==> config.mk <==
export PLATFORM = sky130hd
export DESIGN_NAME = adc_frame_scheduler
export DESIGN_NICKNAME = d
export VERILOG_FILES = /design/src/rtl/adc_frame_scheduler.sv
export SDC_FILE = /design/constraint.sdc
export NUM_CORES = 1
export LEC_CHECK = 0
export BUFFER_PORTS_ARGS = -buffer_cell sky130_fd_sc_hd__buf_4
export CORE_ASPECT_RATIO = 1.25
export CORE_UTILIZATION = 30
export CTS_CLUSTER_SIZE = 20
export DETAILED_ROUTE_END_ITERATION = 16
export GPL_TIMING_DRIVEN = 1
export PLACE_DENSITY_LB_ADDON = 0.08
export SLEW_MARGIN = 10
export SYNTH_ARGS = -nofsm -noshare
export SYNTH_HDL_FRONTEND = slang
export SYNTH_SLANG_ARGS = --single-unit
==> constraint.sdc <==
create_clock -name clk -period 1.9 [get_ports clk]
set_input_delay 0.095 -clock clk [delete_from_list [all_inputs] [get_ports clk]]
set_output_delay 0.095 -clock clk [all_outputs]
set_load 0.02 [all_outputs]
==> src/rtl/adc_frame_scheduler.sv <==
// adc_frame_scheduler: paces MCP3202 conversions on a sample tick
// and publishes CH0/CH1 as a signed left/right audio frame.
module adc_frame_scheduler #(
    parameter int SAMPLE_DIV      = 3000,
    parameter int AUDIO_BIT_WIDTH = 16,
    parameter int TIMEOUT_CYCLES  = 1024
) (
    input  logic                       clk,
    input  logic                       reset,
    input  logic                       enable,
    input  logic                       mono,
    input  logic                       clear_err,
    output logic                       adc_req,
    output logic                       adc_odd,
    input  logic                       adc_ack,
    input  logic                       adc_valid,
    input  logic [11:0]                adc_data,
    output logic [AUDIO_BIT_WIDTH-1:0] audio_left,
    output logic [AUDIO_BIT_WIDTH-1:0] audio_right,
    output logic                       sample_strobe,
    output logic                       overrun,
    output logic                       timeout_err
);

    localparam int CW = (SAMPLE_DIV > 1) ? $clog2(SAMPLE_DIV) : 1;
    localparam int TW = $clog2(TIMEOUT_CYCLES + 1);
    localparam logic [CW-1:0] TICK_LAST = CW'(SAMPLE_DIV - 1);
    localparam logic [TW-1:0] TMO_LAST  = TW'(TIMEOUT_CYCLES - 1);

    typedef enum logic [1:0] {
        IDLE,
        REQ,
        WAIT,
        PUBLISH
    } state_t;

    state_t state;
    state_t state_n;

    logic [CW-1:0] tick_cnt;
    logic          tick;

    logic [TW-1:0] tmo_cnt;
    logic          tmo_hit;

    logic          ch;
    logic          mono_f;
    logic [1:0][11:0] hold;
    logic [1:0][11:0] hold_n;

    logic start_frame;
    logic enter_req;
    logic advance_ch;
    logic capture;
    logic publish;
    logic tmo_fire;
    logic ovr_set;

    logic [AUDIO_BIT_WIDTH-1:0] left_n;
    logic [AUDIO_BIT_WIDTH-1:0] right_n;

    // Offset-binary to two's complement, left-justified in the sample.
    function automatic logic [AUDIO_BIT_WIDTH-1:0] to_audio(
        input logic [11:0] d
    );
        logic [AUDIO_BIT_WIDTH-1:0] s;
        s = '0;
        s[AUDIO_BIT_WIDTH-1 -: 12] = {~d[11], d[10:0]};
        return s;
    endfunction

    assign tick    = (tick_cnt == TICK_LAST);
    assign tmo_hit = (tmo_cnt == TMO_LAST);
    assign ovr_set = tick && (state != IDLE);

    // Free-running sample-rate divider, independent of enable.
    always_ff @(posedge clk) begin
        if (reset) begin
            tick_cnt <= '0;
        end else if (tick) begin
            tick_cnt <= '0;
        end else begin
            tick_cnt <= tick_cnt + CW'(1);
        end
    end

    // FSM state register.
    always_ff @(posedge clk) begin
        if (reset) begin
            state <= IDLE;
        end else begin
            state <= state_n;
        end
    end

    // Next-state, handshake outputs and datapath controls.
    always_comb begin
        state_n       = state;
        adc_req       = 1'b0;
        adc_odd       = 1'b0;
        sample_strobe = 1'b0;
        start_frame   = 1'b0;
        enter_req     = 1'b0;
        advance_ch    = 1'b0;
        capture       = 1'b0;
        publish       = 1'b0;
        tmo_fire      = 1'b0;
        unique case (state)
            IDLE: begin
                if (tick && enable) begin
                    state_n     = REQ;
                    start_frame = 1'b1;
                    enter_req   = 1'b1;
                end
            end
            REQ: begin
                adc_req = 1'b1;
                adc_odd = ch;
                if (tmo_hit) begin
                    state_n  = IDLE;
                    tmo_fire = 1'b1;
                end else if (adc_ack) begin
                    state_n = WAIT;
                end
            end
            WAIT: begin
                adc_odd = ch;
                if (tmo_hit) begin
                    state_n  = IDLE;
                    tmo_fire = 1'b1;
                end else if (adc_valid) begin
                    capture = 1'b1;
                    if (!ch && !mono_f) begin
                        state_n    = REQ;
                        enter_req  = 1'b1;
                        advance_ch = 1'b1;
                    end else begin
                        state_n = PUBLISH;
                        publish = 1'b1;
                    end
                end
            end
            PUBLISH: begin
                sample_strobe = 1'b1;
                state_n       = IDLE;
            end
            default: begin
                state_n = IDLE;
            end
        endcase
    end

    // Conversion watchdog, restarted on every entry to REQ.
    always_ff @(posedge clk) begin
        if (reset) begin
            tmo_cnt <= '0;
        end else if (enter_req) begin
            tmo_cnt <= '0;
        end else if (state == REQ || state == WAIT) begin
            tmo_cnt <= tmo_cnt + TW'(1);
        end
    end

    // Frame context: mono mode latched at frame start, channel pointer.
    always_ff @(posedge clk) begin
        if (reset) begin
            mono_f <= 1'b0;
            ch     <= 1'b0;
        end else if (start_frame) begin
            mono_f <= mono;
            ch     <= 1'b0;
        end else if (advance_ch) begin
            ch <= 1'b1;
        end
    end

    // Holding view including the sample arriving this cycle.
    always_comb begin
        hold_n = hold;
        if (capture) begin
            hold_n[ch] = adc_data;
        end
        left_n  = to_audio(hold_n[0]);
        right_n = to_audio(mono_f ? hold_n[0] : hold_n[1]);
    end

    // Per-channel holding registers.
    always_ff @(posedge clk) begin
        if (reset) begin
            hold <= '0;
        end else if (capture) begin
            hold <= hold_n;
        end
    end

    // Audio outputs load on the edge entering PUBLISH.
    always_ff @(posedge clk) begin
        if (reset) begin
            audio_left  <= '0;
            audio_right <= '0;
        end else if (publish) begin
            audio_left  <= left_n;
            audio_right <= right_n;
        end
    end

    // Sticky error flags; a new event beats a simultaneous clear.
    always_ff @(posedge clk) begin
        if (reset) begin
            overrun     <= 1'b0;
            timeout_err <= 1'b0;
        end else begin
            if (ovr_set) begin
                overrun <= 1'b1;
            end else if (clear_err) begin
                overrun <= 1'b0;
            end
            if (tmo_fire) begin
                timeout_err <= 1'b1;
            end else if (clear_err) begin
                timeout_err <= 1'b0;
            end
        end
    end

endmodule

; Word level (Yosys, flattened, before mapping)
; Cells that the tools add are included.
[op_classes]
shifts = 0
n_mul = 0
order_cmp = 2
reduce_logical = 16
addsub = 2
bitwise = 2
eq_ne = 8
n_mux = 34
div = 0
[ops]
columns = op, n
row1 = $bwmux W24, 1
row2 = $mux W12, 2
row3 = $mux W24, 1
row4 = $mux W1, 21
row5 = $add A12 B1 Y12 const B, 1
row6 = $demux W12 S1, 1
row7 = $eq A12 B12 Y1 const B, 1
row8 = $mux W2, 6
row9 = $add A11 B1 Y11 const B, 1
row10 = $eq A11 B10 Y1 const B, 1
row11 = $pmux W2 S4, 1
row12 = $reduce_or A2 Y1, 4
row13 = $ne A3 B3 Y1 const B, 2
row14 = $reduce_bool A2 Y1, 3
row15 = $eq A2 B2 Y1 const B, 2
row16 = $logic_and A1 B1 Y1, 4
row17 = $reduce_and A3 Y1, 1
row18 = $eq A2 B1 Y1 const B, 1
row19 = $logic_not A1 Y1, 2
row20 = $logic_not A2 Y1, 1
row21 = $lt A1 B2 Y1 const B, 1
row22 = $ne A2 B2 Y1 const B, 1
row23 = $not A1 Y1, 2
row24 = $pmux W1 S2, 1
row25 = 2 further kinds, 2
[totals]
register_bits = 77
input_bits = 19
out_inout_bits = 37
n_memories = 0
wordCells = 75
latchBits = 0
romBits = 0
mem_bits_rw = 0

; Logic depth before layout (Yosys ltp)
[depth]
word_depth = 8
depth_mapped = 7
ltp_nobuf = 6

; Least setup slack after synthesis
; OpenSTA, ideal clock, no wires.
[synth_timing]
path_kind = flip-flop to flip-flop
startpoint = reg tick_cnt[0]
endpoint = reg state[1]
arrival_ps = 1659
t_required_ps = 1783
slack_ps = 123
stages_incl_launch_ff = 6
path_buffers = 0
cell_sequence = dfxtp_1 > ha_1 > nand4_2 > or4_4 > a22o_1 > a32o_1
[synth_via]
elab_chain_cells = 4
[synth_rtl]
columns = item, line_no
row1 = "start, declared", 40  ; logic [CW-1:0] tick_cnt;
row2 = "start signal, assigned", 83  ; tick_cnt <= tick_cnt + CW'(1);
row3 = $eq A12 B12 Y1, 72  ; assign tick = (tick_cnt == TICK_LAST);
row4 = $logic_and A1 B1 Y1, 110  ; if (tick && enable) begin
row5 = $ne A2 B2 Y1 (no source line), n/a
row6 = $reduce_and A3 Y1 (no source line), n/a
row7 = "end signal, assigned", 92  ; state <= state_n;
row8 = "end, declared", 37  ; state_t state;
; No other way between the ends.
; A chain may end at the register's enable or synchronous reset.

; Worst setup path after layout
; Ends and elaborated chain as after synthesis.

==> impl_metrics.yaml <==
floorplan:
  start_util: 0.306
  die-area_sq_um: 10700
  num_io_pins: 56
  dieHeight_um: 115
  rows: 41
  chipWidth_um: 92.6
  core_area_sq_um: 10100
pwr:
  power.static_leakage_uw: 0.00159
  peakVddDrop_mv: 0.386
  power.density_nw_per_um2: 876
sta:
  setup_clock_skew_after_layout_ps: 3.56
  number_of_setup_violations_in_the_final_report: 0
  finalMaxSlewViolations: 0
  tns_ps: 0
  finalWorstPathRequiredPeriod_ps: 1790
  final.period_utilization: 0.942
  fin_ws_ps: 109
  final-hold-violation-count: 0
  max_clk_rate_mhz: 558
  setup_repair_after_global_routing_missed_its_margin: "no"
min_path:
  timing.hold.worst_path_depth: 3
  hp-class: "in2reg"
yosys:
  yosysTopAreaCell: "dfxtp_1"
  async_flop_share: 0
  netlist_top_cells_area: "dfxtp_1 42%, mux2i_1 8.1%, nand2_1 5.7%"
  synth_enable_flop_cells: 0
  dominantRegCellSynth: "dfxtp_1"
  netlist_instances: 350
  netlist_area_sq_um: 3080
  ys_seq_area_frac: 0.422
  synth.avg_cell_area_sq_um: 8.80
  synth.lib_cells_used.distinct: 44
  top_cell_type_s_share_of_synthesized_area: 0.422
  yosys_register_bits: 65
  ys.warnings.count: 0
global_route:
  first_global_vias: 2549
  grt_first_pass_wirelength_um: 12700
  grt.overflow.total: 0
  initial_antenna_violation_count: 0
  grt_start_max_net_pins: 35
  total_global_routing_track_utilization: 0.156
routing:
  post_drt_via_cell_ratio: 4.73
  wl_um: 7490
  wl_per_cell_um: 13.9
  drt_drc_violations_left: 0
  vias: 2549
  ant_nets: 0
  detail_route.first_pass.iterations: 4
  dr.first_iter.drc_count: 64
worst_setup_path:
  timing.critical_path.from_type: "flip-flop"
  worst_ep_required_time_ps: 2120
  arrival_ps: 2010
  critPathMaxFanout: 3
  criticalPathCategory: "reg2reg"
  worst_case_reg_to_reg_path_depth: 5
  timing.critical_path.to_type: "flip-flop"
final_layout:
  fin_nets: 431
  synthToLayoutAreaGrowth_pct: 29.2
  most_common_library_cell_in_the_layout_ignoring_fill_and_taps: "buf_4"
  final_util: 0.396
  fillCellCount: 1071
  final_cell_mix: "67 x buf_4, 64 x dfxtp_1, 47 x nand2_1"
  seqCellArea_sq_um: 1300
  post_route_cells_drive_above_1_share: 0.239
  multi_input_comb_area_sq_um: 1550
  diodes: 0
  finalNonFillerCells: 539
  stdcell_area_sq_um: 3980
cts:
  cts.sinks: 65
  worst_skew_pair.late_latency_ps: 330
  clock_buffer_count_from_cts: 9
  max-clock-path-buffers: 2
  tritoncts: "yes"
  ctsRootBufferMaster: "clkbuf_16"
  deepest_level_of_the_cts_h_tree: 3
  cts_hold_buffers: 0
  path_clk_slew_ps: 50
placed_design:
  port_buffers: 47
  pre_cts_slack_ps: 91.3
  dp.cells: 523
  place_congestion: 0.710
  placed_cell_area_sq_um: 3630
  dp_hpwl_um: 5380
job:
  maxCapViolCount: 0
run_status:
  outcome: "finished clean"
## metrics by stage
step                total power (uW)  hold slack [ps]
floorplan                       1550              237
global placement                1600              353
detailed placement              1600              360
CTS                             3540             21.7
global route                    3640             19.3
finish                          3490             25.9
## where the power goes
part / total (uW) / internal, uW / switching (uW)
logic: 187 / 78.7 / 108
clock network: 1910 / 1310 / 598
registers: 1390 / 1380 / 10.5
total: 3490 / 2770 / 716
## what timing repair did
action	CTS	global route
endpoints found under the setup margin	0	1
buffers inserted	0	0
gates resized for setup	0	1
## routing by layer
layer | up-vias | GRT usage | wire length [um]
li1 | 1298 | - | -
met1 | 1197 | 0.190 | 3450
met2 | 43 | 0.260 | 3650
met3 | 11 | 0.0377 | 244
met4 | 0 | 0.0738 | 146
met5 | - | 0 | 0
## cell type report
type,instances,share of cell area
clock buffer,11,0.0610
clock inverter,5,0.0258
inverter,22,0.0207
multi-input combinational,238,0.388
sequential,65,0.327
tap,129,0.0405
timing repair buffer,69,0.136
## worst paths after layout
| path | startpoint | end | slack (ps) |
|---|---|---|---|
| min | mono | mono_f | 30 |
| max | tick_cnt[0] | state[1] | 110 |
| max reg2reg | tick_cnt[0] | state[1] | 110 |
| min reg2reg | tick_cnt[0] | tick_cnt[0] | 410 |
## cells by family (layout without fill, tap and decap cells)
group                    after synthesis  count (layout)  share of synthesized area
AND/OR/NAND/NOR                      117             117                      0.189
flip-flops                            65              65                      0.422
AO/OA/AOI/OAI                         61              61                      0.136
buffers and inverters                 54             107                     0.0841
multiplexers                          26              26                     0.0849
XOR/XNOR                              19              19                     0.0540
adder cells (fa/ha/maj)                7               7                     0.0284
other                                  1               8                    0.00122
## sequential cells by signal (all words and copies together) (netlist names)
register     count
audio_left      12
audio_right     12
hold            12
tick_cnt        12
tmo_cnt         11
state            2
ch               1
mono_f           1
overrun          1
timeout_err      1
## Yosys cell counts (2+ instances only)
cell / count
clkbuf_1: 14
buf_2: 7
o21ai_0: 15
nor4_1: 3
a21oi_1: 17
nand4_1: 6
buf_4: 10
and2_1: 2
nor2_1: 28
nand2_1: 47
xor2_1: 12
a221oi_1: 12
nor3_1: 3
and4_1: 2
nand3_1: 7
nand2b_1: 2
ha_1: 7
inv_1: 22
dfxtp_1: 65
xnor2_1: 7
and3_1: 4
mux2i_1: 25
or2_2: 2
a211oi_1: 11
## worst max-delay path, cell delays in order, from the launching register on
cell,delay [ps]
dfxtp_2,340
ha_1,180
nand4_2,130
or4_4,510
a22o_1,280
a32o_1,260
Note: power is estimated with default switching activity, not from simulation.
